==> src/rtl/logic16_arbiter.sv <==
// logic16_arbiter
//   Shares one bitwise logic unit (AND/OR/XOR/NOT) between NREQ requesters.
//   Round-robin grant, valid/ready on both sides, one transaction in flight.
//   Each response is registered and tagged with the requester index.
//
// Ports
//   clk         rising-edge clock
//   reset       synchronous, active-high
//   req_valid   [NREQ]        per-requester request valid
//   req_ready   [NREQ]        one-hot grant, combinational, IDLE only
//   req_a/req_b [NREQ*WIDTH]  operands, requester i at [i*WIDTH +: WIDTH]
//   req_op      [NREQ*2]      opcode, requester i at [i*2 +: 2]
//   resp_valid/resp_ready     response handshake
//   resp_out    [WIDTH]       result, meaningful only while resp_valid
//   resp_id     [IDW]         owner of resp_out
//   busy                      high whenever a transaction is in flight

// One bit-slice of the shared logic unit.
//   op: 00 a&b, 01 a|b, 10 a^b, 11 ~a
module logic16_arbiter_cell (
  input  logic       a,
  input  logic       b,
  input  logic [1:0] op,
  output logic       y
);
  assign y = op[1] ? (op[0] ? ~a : (a ^ b))
                   : (op[0] ? (a | b) : (a & b));
endmodule

module logic16_arbiter #(
  parameter int NREQ  = 4,
  parameter int WIDTH = 16,
  parameter int IDW   = 2
) (
  input  logic                  clk,
  input  logic                  reset,
  input  logic [NREQ-1:0]       req_valid,
  output logic [NREQ-1:0]       req_ready,
  input  logic [NREQ*WIDTH-1:0] req_a,
  input  logic [NREQ*WIDTH-1:0] req_b,
  input  logic [NREQ*2-1:0]     req_op,
  output logic                  resp_valid,
  input  logic                  resp_ready,
  output logic [WIDTH-1:0]      resp_out,
  output logic [IDW-1:0]        resp_id,
  output logic                  busy
);

  typedef enum logic [1:0] {IDLE, EXEC, RESP} state_t;

  typedef struct packed {
    logic [WIDTH-1:0] a;
    logic [WIDTH-1:0] b;
    logic [1:0]       op;
    logic [IDW-1:0]   id;
  } txn_t;

  state_t   state;
  txn_t     cur;
  logic [IDW-1:0] ptr;

  // Per-requester views of the flat request buses.
  logic [NREQ-1:0][WIDTH-1:0] a_lane;
  logic [NREQ-1:0][WIDTH-1:0] b_lane;
  logic [NREQ-1:0][1:0]       op_lane;

  assign a_lane  = req_a;
  assign b_lane  = req_b;
  assign op_lane = req_op;

  // (p + k) mod NREQ, valid for non-power-of-two NREQ as well.
  function automatic logic [IDW-1:0] wrap_idx(input logic [IDW-1:0] p, input int k);
    int s;
    s = (int'(p) + k) % NREQ;
    return s[IDW-1:0];
  endfunction

  // Round-robin pick: first valid requester after ptr, wrapping.
  // Scan from the far end so the nearest candidate overwrites last.
  logic           grant_found;
  logic [IDW-1:0] grant_id;

  always_comb begin
    grant_found = 1'b0;
    grant_id    = '0;
    for (int k = NREQ; k >= 1; k--) begin
      if (req_valid[wrap_idx(ptr, k)]) begin
        grant_found = 1'b1;
        grant_id    = wrap_idx(ptr, k);
      end
    end
  end

  logic accept;
  assign accept = (state == IDLE) && !reset && grant_found;

  always_comb begin
    req_ready = '0;
    if (accept) req_ready[grant_id] = 1'b1;
  end

  // Shared logic unit, built from bit-slices on the latched operands.
  logic [WIDTH-1:0] alu_y;

  for (genvar g = 0; g < WIDTH; g++) begin : g_cell
    logic16_arbiter_cell u_cell (
      .a  (cur.a[g]),
      .b  (cur.b[g]),
      .op (cur.op),
      .y  (alu_y[g])
    );
  end

  always_ff @(posedge clk) begin
    if (reset) begin
      // Any in-flight operation is dropped without a response.
      state      <= IDLE;
      ptr        <= IDW'(NREQ - 1);
      cur        <= '0;
      resp_valid <= 1'b0;
      resp_out   <= '0;
      resp_id    <= '0;
      busy       <= 1'b0;
    end else begin
      case (state)
        IDLE: begin
          if (grant_found) begin
            cur.a  <= a_lane[grant_id];
            cur.b  <= b_lane[grant_id];
            cur.op <= op_lane[grant_id];
            cur.id <= grant_id;
            ptr    <= grant_id;
            busy   <= 1'b1;
            state  <= EXEC;
          end
        end
        EXEC: begin
          resp_out   <= alu_y;
          resp_id    <= cur.id;
          resp_valid <= 1'b1;
          state      <= RESP;
        end
        RESP: begin
          // No bypass: IDLE always spends a cycle before the next grant.
          if (resp_ready) begin
            resp_valid <= 1'b0;
            busy       <= 1'b0;
            state      <= IDLE;
          end
        end
        default: state <= IDLE;
      endcase
    end
  end

endmodule

==> config.mk <==
export PLATFORM = sky130hd
export DESIGN_NAME = logic16_arbiter
export DESIGN_NICKNAME = d
export VERILOG_FILES = /design/src/rtl/logic16_arbiter.sv
export SDC_FILE = /design/constraint.sdc
export NUM_CORES = 1
export LEC_CHECK = 0
export ABC_AREA = 1
export ABC_CLOCK_PERIOD_IN_PS = 2650
export CORE_ASPECT_RATIO = 1.2
export CORE_UTILIZATION = 40
export DETAILED_ROUTE_END_ITERATION = 10
export GPL_ROUTABILITY_DRIVEN = 0
export MAX_ROUTING_LAYER = met4
export PLACE_DENSITY = 0.8
export SYNTH_ARGS = -nofsm -noshare
export SYNTH_HDL_FRONTEND = slang
export SYNTH_SLANG_ARGS = --single-unit
==> constraint.sdc <==
create_clock -name clk -period 2.65 [get_ports clk]
set_input_delay 0.795 -clock clk [delete_from_list [all_inputs] [get_ports clk]]
set_output_delay 0.795 -clock clk [all_outputs]
set_load 0.005 [all_outputs]
; ---- Word-level counts from Yosys, hierarchy flattened
; Index checks and enable logic that the tools add are counted.
; W data, S select, Z words.
[word_totals]
in_bits = 143
reg_bits = 60
elab_cells = 179
[classes]
muxes = 80
magnitude_cmp = 6
n_bitwise = 64
n_eq_ne = 4
n_reduce_logical = 11
add_sub_neg = 4
[op_table]
columns = cell, n
row1 = $bmux W16 S2, 2
row2 = $mux W1, 59
row3 = $mux W16, 2
row4 = $and A1 B1 Y1, 16
row5 = $not A1 Y1, 16
row6 = $or A1 B1 Y1, 16
row7 = $xor A1 B1 Y1, 16
row8 = $lt A2 B3 Y1 const B, 5
row9 = $mux W2, 7
row10 = $bmux W1 S2, 4
row11 = $pmux W2 S3, 1
row12 = $reduce_and A2 Y1, 3
row13 = $add A2 B1 Y2 const B, 2
row14 = $add A2 B2 Y2 const B, 2
row15 = $bmux W2 S2, 1
row16 = $mux W4, 1
row17 = $ne A2 B2 Y1 const B, 2
row18 = $pmux W1 S2, 2
row19 = $reduce_bool A2 Y1, 2
row20 = $logic_and A1 B1 Y1, 3
row21 = $reduce_and A3 Y1, 1
row22 = $demux W1 S2, 1
row23 = $eq A2 B1 Y1 const B, 1
row24 = $eq A2 B2 Y1 const B, 1
row25 = other kinds (3), 3

; ---- Depth between registers and ports, before layout
; Gate-level depths: netlist of the first run.
[depth]
word_depth = 12
depth_mapped = 16
depth_no_buf = 14

; ---- Modules after synthesis
; Synthesis of the first run repeated with hierarchy kept, for this count alone.
[unflattened]
cells_unflattened = 851
hier_area_um2 = 4852.2
[by_module_without_submodules]
columns = mod, n_inst, seq_area_each_um2, area_each_um2, cells_per_inst
row1 = logic16_arbiter, 1, 1201.2, 3631.0, 611
row2 = logic16_arbiter_cell, 16, 0.0, 76.3, 15

; ---- Worst setup path before layout of the first run
; OpenSTA, ideal clock, no wires.
[synth_path]
path_kind = in2out
startpoint = in req_valid[3]
endpoint = out req_ready[0]
path_slack_ps = -86
arrival_time_ps = 1941
cell_stages = 12
cell_sequence = inv_1 -> o21ai_1 -> nand2_1 -> nand2_1 -> nand2_2 -> nand2_2 -> nand2_4 -> nand2_4 -> buf_6 -> buf_6 -> inv_2 -> nor3_1
[synth_between]
elab_chain_cells = 11
[synth_lines]
columns = element, line
row1 = start: declaration, 37  ; input logic [NREQ-1:0] req_valid,
row2 = $bmux W1 S2, 87  ; if (req_valid[wrap_idx(ptr, k)]) begin
row3 = $mux W1 (not written as such), 87
row4 = $mux W2 (4 in a row), 87
row5 = $lt A2 B3 Y1 (not written as such) / $ge A2 B1 Y1 (equally long branches), 99  ; if (accept) req_ready[grant_id] = 1'b1;
row6 = $logic_and A1 B1 Y1 (not written as such), 99
row7 = $mux W1 (not written as such), 99
row8 = $demux W1 S2, 99
row9 = $mux W4 *, 99
row10 = end: declaration, 38  ; output logic [NREQ-1:0] req_ready,
; Every way passes the cells marked *; elsewhere a longest branch is shown, timed or not. The select of a mux whose other input is x is not followed.

; ---- Worst setup path after layout of the first run
[layout_path]
startpoint = in req_valid[1]
endpoint = out req_ready[2]
; Same word-level chain as after synthesis.

==> results of run 1 <==
[worst max-delay path, stage by stage]
cell and delay (ps):
buf_8 100, nand2_2 60, nand2_2 100, nand2_2 100, nand2_1 70, inv_1 90
nand2_2 70, a21oi_4 150, inv_2 80, nor3_4 180, buf_2 160
[cells by family (layout without fill, tap and decap cells)]
family	Yosys count	count (layout)	synth area share, %
DFF	60	60	26.1
buffers and inverters	155	307	14.2
adders and majority gates	32	32	8.69
AOI/OAI and AO/OA	124	124	14.7
and+or+nand+nor	381	381	36.3
[cells in the final DEF, fill, tap and decap left out, types with 32 or more instances in the layout]
cell type / count
clkdlybuf4s50_1: 158
nor2_1: 142
inv_1: 89
nand3_1: 87
nand2_1: 82
o21ai_0: 68
dfxtp_1: 59
a21oi_1: 36
nand4_1: 34
ha_1: 32
[report_power, final]
| group | leakage [µW] | total (µW) | switching [µW] | internal, µW |
|---|---|---|---|---|
| Combinational | 0.00256 | 6090 | 3960 | 2130 |
| Clock | 0.000145 | 1100 | 378 | 726 |
| Sequential | 0.000498 | 1530 | 292 | 1240 |
[layer usage]
layer	track usage [%]	vias up	share of wire [%]
li1	-	2738	-
met4	10.1	0	3.5
met3	3.79	44	5.3
met5	-	-	0
met1	30.2	2384	43
met2	41.6	214	48
[flip-flops by register name, indices dropped and copies added, names as in the netlist]
name	flops
busy	1
cur	36
ptr	2
resp_id	2
resp_out	16
resp_valid	1
state	2
[worst min path at each step]
stage,endpoint,slack [ps]
floorplan,cur[0],440
global placement,cur[0],450
detailed placement,cur[1],450
CTS,cur[1],460
global route,cur[0],500
finish,cur[1],460
[stage by stage]
stage                     cells  TNS (ps)  hold slack [ps]  power (µW)
after global placement     1037    -21520              452        7040
final                      1058      -224              463        8730
after detailed placement   1037    -24020              452        7150
after CTS                  1054     -2.42              461        8490
after global routing       1058      -433              504        9570
after floorplan             752     -53.8              440        5850
[timing repair]
item | in CTS | in global routing
pin swaps | 25 | 23
gates resized for setup | 68 | 30
buffers inserted | 2 | 4
endpoints found under the setup margin | 38 | 38
hold buffers | 0 | 0
[final cells by class]
class / instances / share of cell area, %
Multi-Input combinational cell: 537 / 42.7
Inverter: 102 / 5.83
Tap cell: 154 / 2.81
Timing Repair Buffer: 190 / 26.9
Clock inverter: 1 / 0.0729
Sequential cell: 60 / 17.6
Clock buffer: 14 / 4.14
==> results.toml, run 1 <==
[power]
peakVddDrop_mv = 0.854
power_density_nw_per_um2 = 1270
power.leakage_uw = 0.00321

[floorplan]
rows = 42
io_pins = 167
fp.dieH_um = 120
die_area_um2 = 12000
initial_core_util_pct = 41.4
core_region_area_um2 = 11100
die_w_um = 100

[run_status]
outcome = "finished, violations left"
violations = "negative setup slack"

[critical_path]
endpoint = "req_ready[2]"
critPathArrivalTime_ps = 1960
timing.reg2reg.setup_slack_ps = 200
worstSetupStartpoint = "req_valid[1]"
r2r-end = "cur[25]"
r2r_cells = 14
cp.required_ps = 1860
path_class = "in2out"
cp-end-kind = "primary output"
critPathMaxFanout = 3
reg2reg_from = "ptr[0]"
startpoint_type = "primary input"

[sta]
setup_viol = 4
final.setup_skew_ps = 4.76
finalHoldViolations = 0
period_share_pct = 104
slew_violations = 0
period_minus_slack_ps = 2750
max_slew_margin_pct = 54.1
tightest_slew_ps = 688
rsz0062_at_grt = "true"
setup_ws_ps = -101
fmax_mhz = 363

[placed_design]
portBuffers = 166
pre_cts_ws_ps = -895
hpwl_mm = 9.98
place_area_um2 = 6340

[layout]
seq_area_um2 = 1200
n_fill_cell = 1047
diodes = 0
final_area_um2 = 6870
syn_to_final_growth_pct = 49.0
fin_util_pct = 61.6
drive_above_1_share_pct = 10.6
multi_input_area_um2 = 2930
nNetsFinal = 1075

[routing]
antenna_left = 0
vias_per_cell = 5.09
drt_wl_total_mm = 14.7
drc_errors = 0
first_pass_iters = 5
routedWlPerCell_um = 13.9
drtIter0Drc = 359
via_count = 5380

[clock_tree]
cts_tree = "built"
htree_levels = 3
cts_buffer_depth = 2
insertion_delay_ps = 330
numCtsBuffers = 9
cts_root_buf = "clkbuf_16"
cts_sinks = 60
clk_pin_slew_ps = 50

[grt]
gr-total-overflow = 0
grt_pass1_vias = 4762
antenna_found_initial = 0
grt_usage_pct = 25.0
grt_pass1_wl_mm = 22.9
grt_max_degree = 103

[logic_synthesis]
yosys_most_used_dff = "dfxtp_1"
netlist_top_cells_count = "nor2_1, nand2_1, inv_1"
syn-instance-count = 752
syn_area_per_cell_um2 = 6.13
yosys.cell_types.count = 24
synth_most_common_cell = "nor2_1"
async_flop_share_pct = 0
syn_area_um2 = 4610
synth-edff-count = 0
synth_top_cell_by_area = "dfxtp_1"
synthTopCellsByArea = "dfxtp_1, nor2_1, nand3_1, ha_1, nand2_1"
synth-seq-cells = 60
yosysWarningCount = 0
syn_nets = 927
yosysSeqAreaShare_pct = 26.1
synth_top_area_share_pct = 26.1

[worst_hold_path]
hold_start = "cur[1]"
hold_depth = 2
hold_class = "reg2reg"

[job]
cap_violations = 0
No activity file was read; power rests on OpenSTA's default activity.
==> run 2, diff against run 1 <==
--- a/config.mk
+++ b/config.mk
@@ -12,7 +12,9 @@
 export DETAILED_ROUTE_END_ITERATION = 10
 export GPL_ROUTABILITY_DRIVEN = 0
 export MAX_ROUTING_LAYER = met4
-export PLACE_DENSITY = 0.8
+export PLACE_DENSITY = 0.79
+export SETUP_SLACK_MARGIN = 0.1
 export SYNTH_ARGS = -nofsm -noshare
 export SYNTH_HDL_FRONTEND = slang
+export SYNTH_HIERARCHICAL = 1
 export SYNTH_SLANG_ARGS = --single-unit
==> run 2 against run 1 <==
Combinational power up 3.6%; cell area up 9.2%; flip-flop and latch count unchanged; non-clock buffer count up 17; critical path depth up 1; via count up 9.3%; highest routed layer unchanged; critical endpoint is now req_ready[0]; synthesized cell count up 13%; first-iteration DRC count up 11%; hold slack better by 4.5 ps; die area up 5.2%; the run still ends with negative setup slack left; sequential share of layout area down 1.5 points; sequential power up 3%.
==> results.toml, run 2 <==
[run_status]
outcome = "finished, violations left"
violations = "negative setup slack"

[sta]
holdWs_ps = 468
setup_ws_ps = -79.1
setup_viol = 4
tns_ps = -217
final.setup_skew_ps = 4.73
fmax_mhz = 366
tightest_slew_ps = 523
rsz0062_at_grt = "true"
period_minus_slack_ps = 2730
period_share_pct = 103
max_slew_margin_pct = 64.9
slew_violations = 0
finalHoldViolations = 0

[logic_synthesis]
yosysWarningCount = 6
synth_most_common_cell = "nand2_1"
syn_nets = 1026
syn-instance-count = 851
synth-seq-cells = 60
netlist_top_cells_count = "nand2_1, nor2_1, inv_1"
synth_top_area_share_pct = 24.8
syn_area_per_cell_um2 = 5.70
yosys_most_used_dff = "dfxtp_1"
async_flop_share_pct = 0
syn_area_um2 = 4850
yosysSeqAreaShare_pct = 24.8
synth_top_cell_by_area = "dfxtp_1"
synthTopCellsByArea = "dfxtp_1, nand2_1, nor2_1, nand3_1, inv_1"
yosys.cell_types.count = 21
synth-edff-count = 0

[power]
pwr-share-seq_pct = 16.9
power.leakage_uw = 0.00367
power.switching_uw = 4610
power_density_nw_per_um2 = 1230
intPower_uw = 4650
sw_frac_of_total_pct = 49.8
p_comb_share_pct = 68.2
p_clk_share_pct = 14.9
peakVddDrop_mv = 0.851

[critical_path]
cp-end-kind = "primary output"
worstSetupStartpoint = "req_valid[3]"
r2r_cells = 19
cp.required_ps = 1860
path_class = "in2out"
critPathArrivalTime_ps = 1930
reg2reg_from = "ptr[0]"
startpoint_type = "primary input"
critPathMaxFanout = 3

[routing]
drtIter0Drc = 397
routedWlPerCell_um = 13.4
first_pass_iters = 6
via_count = 5880
antenna_left = 0
drc_errors = 0
drt_wl_total_mm = 15.9
vias_per_cell = 4.95

[layout]
regMostFlops = "cur"
drive_above_1_share_pct = 11.6
layout_commonest_cell = "nor2_1"
n_fill_cell = 1011
final_cell_mix = "nor2_1, clkdlybuf4s50_1, nand2_1, inv_1, nand3_1"
fin_cells = 1188
top_regs = "cur: 36 flops, resp_out: 16 flops"
nNetsFinal = 1201
largest_register_ffs = 36
diodes = 0
fin_util_pct = 64.2
syn_to_final_growth_pct = 54.5

[clock_tree]
cts_tree = "built"
cts_buffer_depth = 2
cts_sinks = 60
insertion_delay_ps = 330
hold_buffers = 0
htree_levels = 3
numCtsBuffers = 9
clk_pin_slew_ps = 50
cts_root_buf = "clkbuf_16"

[placed_design]
dp_cells = 1158
pre_cts_ws_ps = -1010
portBuffers = 166
hpwl_mm = 10.7

[floorplan]
rows = 43
die_w_um = 103
fp.dieH_um = 123
initial_core_util_pct = 41.6
io_pins = 167
die_area_um2 = 12600
core_region_area_um2 = 11700

[grt]
gr-total-overflow = 0
grt_pass1_vias = 5429
met2_usage_pct = 43.4
grt_max_degree = 103
met1_usage_pct = 30.9
grt_util_met3_pct = 3.42
grt_pass1_wl_mm = 25.0
top_usage_layer = "met2"
antenna_found_initial = 0
grt_usage_pct = 26.1

[job]
cap_violations = 0

[worst_hold_path]
hold_depth = 2
hold_class = "reg2reg"
hold_start = "cur[0]"
## run 2: cell types whose count changed in the layout (fill, tap and decap cells not counted), sizes merged, moves of 3 or more
| cell | before | now |
|---|---|---|
| inv | 101 | 144 |
| nand3 | 90 | 106 |
| o21ai | 69 | 52 |
| o211ai | 18 | 2 |
| buf | 32 | 49 |
| nor2 | 145 | 177 |
| nand2 | 106 | 188 |
| bufinv | 0 | 3 |
| a21oi | 37 | 5 |
## run 2: routing by layer
metal,routed length [µm],vias to the layer above
li1,-,2998
met1,6590,2608
met2,7780,224
met3,878,50
met4,670,0
met5,0,-
## run 2: final timing paths
| kind | to | slack [ps] |
|---|---|---|
| max | req_ready[0] | -80 |
| min | cur[0] | 470 |
| max reg2reg | cur[1] | 200 |
| min reg2reg | cur[0] | 470 |
## run 2: per-stage QoR
step	total power [µW]	cell area [µm²]
2_1_floorplan	5590	4950
3_3_place_gp	7060	6810
3_5_place_dp	7180	6810
4_1_cts	8920	7330
5_1_grt	10100	7500
6_report	9250	7500
## run 2: area by class of cell
cell class              instances  area [µm²]  share of cell area, %
clock buffers                  12         256                   3.42
repair buffers                207        2030                   27.0
flip-flops and latches         60        1210                   16.1
clock inverters                 4        95.1                   1.27
well taps                     157         196                   2.62
inverters                     146         586                   7.81
multi-input cells             602        3130                   41.8
## run 2: worst max-delay path, stage by stage
cell and delay [ps]:
buf_8 100, nand2_4 60, nand2_4 60, nand2_2 90, nand2_2 60, inv_2 90
nand2_4 70, nand2_4 90, nand2_4 70, buf_12 130, nor3_4 160, buf_2 130
## run 2: kinds of logic (layout without fill, tap and decap cells)
logic type | count (synthesis) | after routing | synth area share (%)
buffers and inverters | 189 | 369 | 15.9
AO/OA/AOI/OAI | 59 | 59 | 6.19
adder cells (fa/ha/maj) | 32 | 32 | 8.25
flip-flops | 60 | 60 | 24.8
AND/OR/NAND/NOR | 511 | 511 | 44.9
## run 2: power groups by stage
stage / Sequential (µW) / Combinational (µW) / Clock (µW)
after floorplan: 1570 / 4020 / 0
after global placement: 1540 / 5520 / 0
after detailed placement: 1550 / 5630 / 0
after CTS: 1540 / 5990 / 1380
after global routing: 1620 / 7050 / 1430
final: 1570 / 6310 / 1380
## run 2: timing repair
| action | 4_1_cts | 5_1_grt |
|---|---|---|
| hold endpoints to repair | 0 | 0 |
| setup endpoints to repair | 42 | 34 |
| pin swaps | 17 | 29 |
| setup buffers | 14 | 3 |
| resized for setup | 62 | 42 |
| cloned | 0 | 0 |
==> run 3, diff against run 2 <==
--- a/config.mk
+++ b/config.mk
@@ -8,11 +8,11 @@
 export ABC_AREA = 1
 export ABC_CLOCK_PERIOD_IN_PS = 2650
 export CORE_ASPECT_RATIO = 1.2
-export CORE_UTILIZATION = 40
+export CORE_UTILIZATION = 33
 export DETAILED_ROUTE_END_ITERATION = 10
 export GPL_ROUTABILITY_DRIVEN = 0
 export MAX_ROUTING_LAYER = met4
-export PLACE_DENSITY = 0.79
+export PLACE_DENSITY = 0.68
 export SETUP_SLACK_MARGIN = 0.1
 export SYNTH_ARGS = -nofsm -noshare
 export SYNTH_HDL_FRONTEND = slang
==> run 3 against run 2 <==
Utilization shrank 12 points; clock power is essentially flat; flip-flop and latch count is the same; non-clock buffer count grew 2; cell count grew 1.7%; first-iteration DRC count shrank 35%; highest routed layer unchanged; the flow still finishes with violations (negative setup slack); die area grew 21%; sequential share of layout area is essentially flat; sequential power is essentially flat; global-route usage shrank 4.1 points; critical path depth grew 1.
==> results.toml, run 3 (same netlist as run 2, synthesis figures left out) <==
[layout]
drive_above_1_share_pct = 11.4
n_fill_cell = 1439
final_area_um2 = 7470
fin_util_pct = 52.1
top_regs = "cur: 36 flops, resp_out: 16 flops"
syn_to_final_growth_pct = 54.0
final_cell_mix = "nor2_1, nand2_1, clkdlybuf4s50_1, inv_1, nand3_1"
nNetsFinal = 1203
fin_cells = 1208
largest_register_ffs = 36
regMostFlops = "cur"
layout_commonest_cell = "nor2_1"
diodes = 0

[sta]
setup_viol = 4
period_share_pct = 103
finalHoldViolations = 0
slew_violations = 0
final.setup_skew_ps = 4.47
tightest_slew_ps = 678
max_slew_margin_pct = 54.8
rsz0062_at_grt = "true"
fmax_mhz = 367
period_minus_slack_ps = 2730
setup_ws_ps = -75.3
tns_ps = -265

[routing]
wl_met3_um = 823
m1WireLength_mm = 7.07
wl_met2_mm = 8.11
top_layer_used = "met4"
drtIter0Drc = 260
drt_wl_total_mm = 16.3
via_count = 5728
first_pass_iters = 5
antenna_left = 0
vias_per_cell = 4.74
routedWlPerCell_um = 13.5
drc_errors = 0

[critical_path]
cp-end-kind = "primary output"
critPathMaxFanout = 4
r2r-end = "cur[4]"
r2r_cells = 17
critPathArrivalTime_ps = 1930
cp.required_ps = 1860
startpoint_type = "primary input"
timing.reg2reg.setup_slack_ps = 230
reg2reg_from = "ptr[0]"
path_class = "in2out"

[floorplan]
core_region_area_um2 = 14400
initial_core_util_pct = 33.8
die_w_um = 113
die_area_um2 = 15200
rows = 48
fp.dieH_um = 135
io_pins = 167

[placed_design]
hpwl_mm = 11.4
portBuffers = 166
place_area_um2 = 6810
dp_cells = 1174
pre_cts_ws_ps = -970

[clock_tree]
cts_tree = "built"
insertion_delay_ps = 330
htree_levels = 3
cts_sinks = 60
numCtsBuffers = 9
clk_pin_slew_ps = 50
cts_buffer_depth = 2
cts_root_buf = "clkbuf_16"

[power]
peakVddDrop_mv = 0.824
power.leakage_uw = 0.00366
power_density_nw_per_um2 = 1230

[grt]
gr-total-overflow = 0
grt_pass1_vias = 5209
antenna_found_initial = 0
grt_max_degree = 73
grt_pass1_wl_mm = 25.5
grt_usage_pct = 22.1

[job]
cap_violations = 0

[worst_hold_path]
hold_depth = 2
hold_end = "cur[0]"
hold_class = "reg2reg"
hold_start = "cur[0]"

[run_status]
outcome = "finished, violations left"
violations = "negative setup slack"
-- run 3: cell types whose count changed in the layout (fill, tap and decap cells not counted), moves of 3 or more --
cell	change
nand2_4	-8
buf_4	-3
buf_8	-3
nand2_1	+5
buf_6	+9
nand2_2	+3
-- run 3: repair_timing --
item                                    in CTS  in global routing
pin swaps                                   17                 18
endpoints found under the setup margin      42                 34
setup buffers                               15                  6
resized for setup                           53                 39
hold endpoints to repair                     0                  0
hold buffers                                 0                  0
gates cloned                                 0                  0
-- run 3: how the worst max path moves through the flow --
stage                              end  slack [ps]          from  cells past startpoint
after floorplan           req_ready[1]          60  req_valid[2]                     13
after global placement    req_ready[2]        -920  req_valid[2]                     13
after detailed placement  req_ready[3]        -970  req_valid[2]                     13
after CTS                 req_ready[3]        -130  req_valid[2]                     14
after global routing      req_ready[3]        -170        ptr[0]                     13
final                     req_ready[2]         -80  req_valid[3]                     13
-- run 3: worst max-delay path, stage by stage --
cell	delay, ps
buf_4	130
nand2_4	70
nand2_4	60
nand2_2	70
nand2_1	60
inv_2	60
buf_6	90
nand2_4	40
nand2_4	80
nand2_8	70
buf_6	120
nor3_4	140
buf_2	130
-- run 3: routing by layer --
| layer | vias up | global-route usage (%) |
|---|---|---|
| met1 | 2547 | 26.1 |
| met4 | 0 | 6.59 |
| met3 | 22 | 3.73 |
| li1 | 2995 | - |
| met5 | - | - |
| met2 | 164 | 38.3 |
-- run 3: stage by stage --
step	power [µW]	hold WS, ps
after global routing	10100	500
after CTS	9000	475
after floorplan	5590	439
final	9160	476
after detailed placement	7290	464
after global placement	7180	456
-- run 3: area by class of cell --
cell class | count | area [µm²] | area share, %
Multi-Input combinational cell | 602 | 3090 | 41.3
Timing Repair Buffer | 209 | 2040 | 27.3
Sequential cell | 60 | 1200 | 16.1
Inverter | 146 | 573 | 7.67
Clock buffer | 12 | 256 | 3.43
Tap cell | 175 | 219 | 2.93
Clock inverter | 4 | 95.1 | 1.27
-- run 3: power breakdown --
part	switching, µW	leakage, µW	internal [µW]
clock	418	0.000173	968
sequential	320	0.000497	1270
combinational	3830	0.00299	2360
total	4570	0.00366	4590
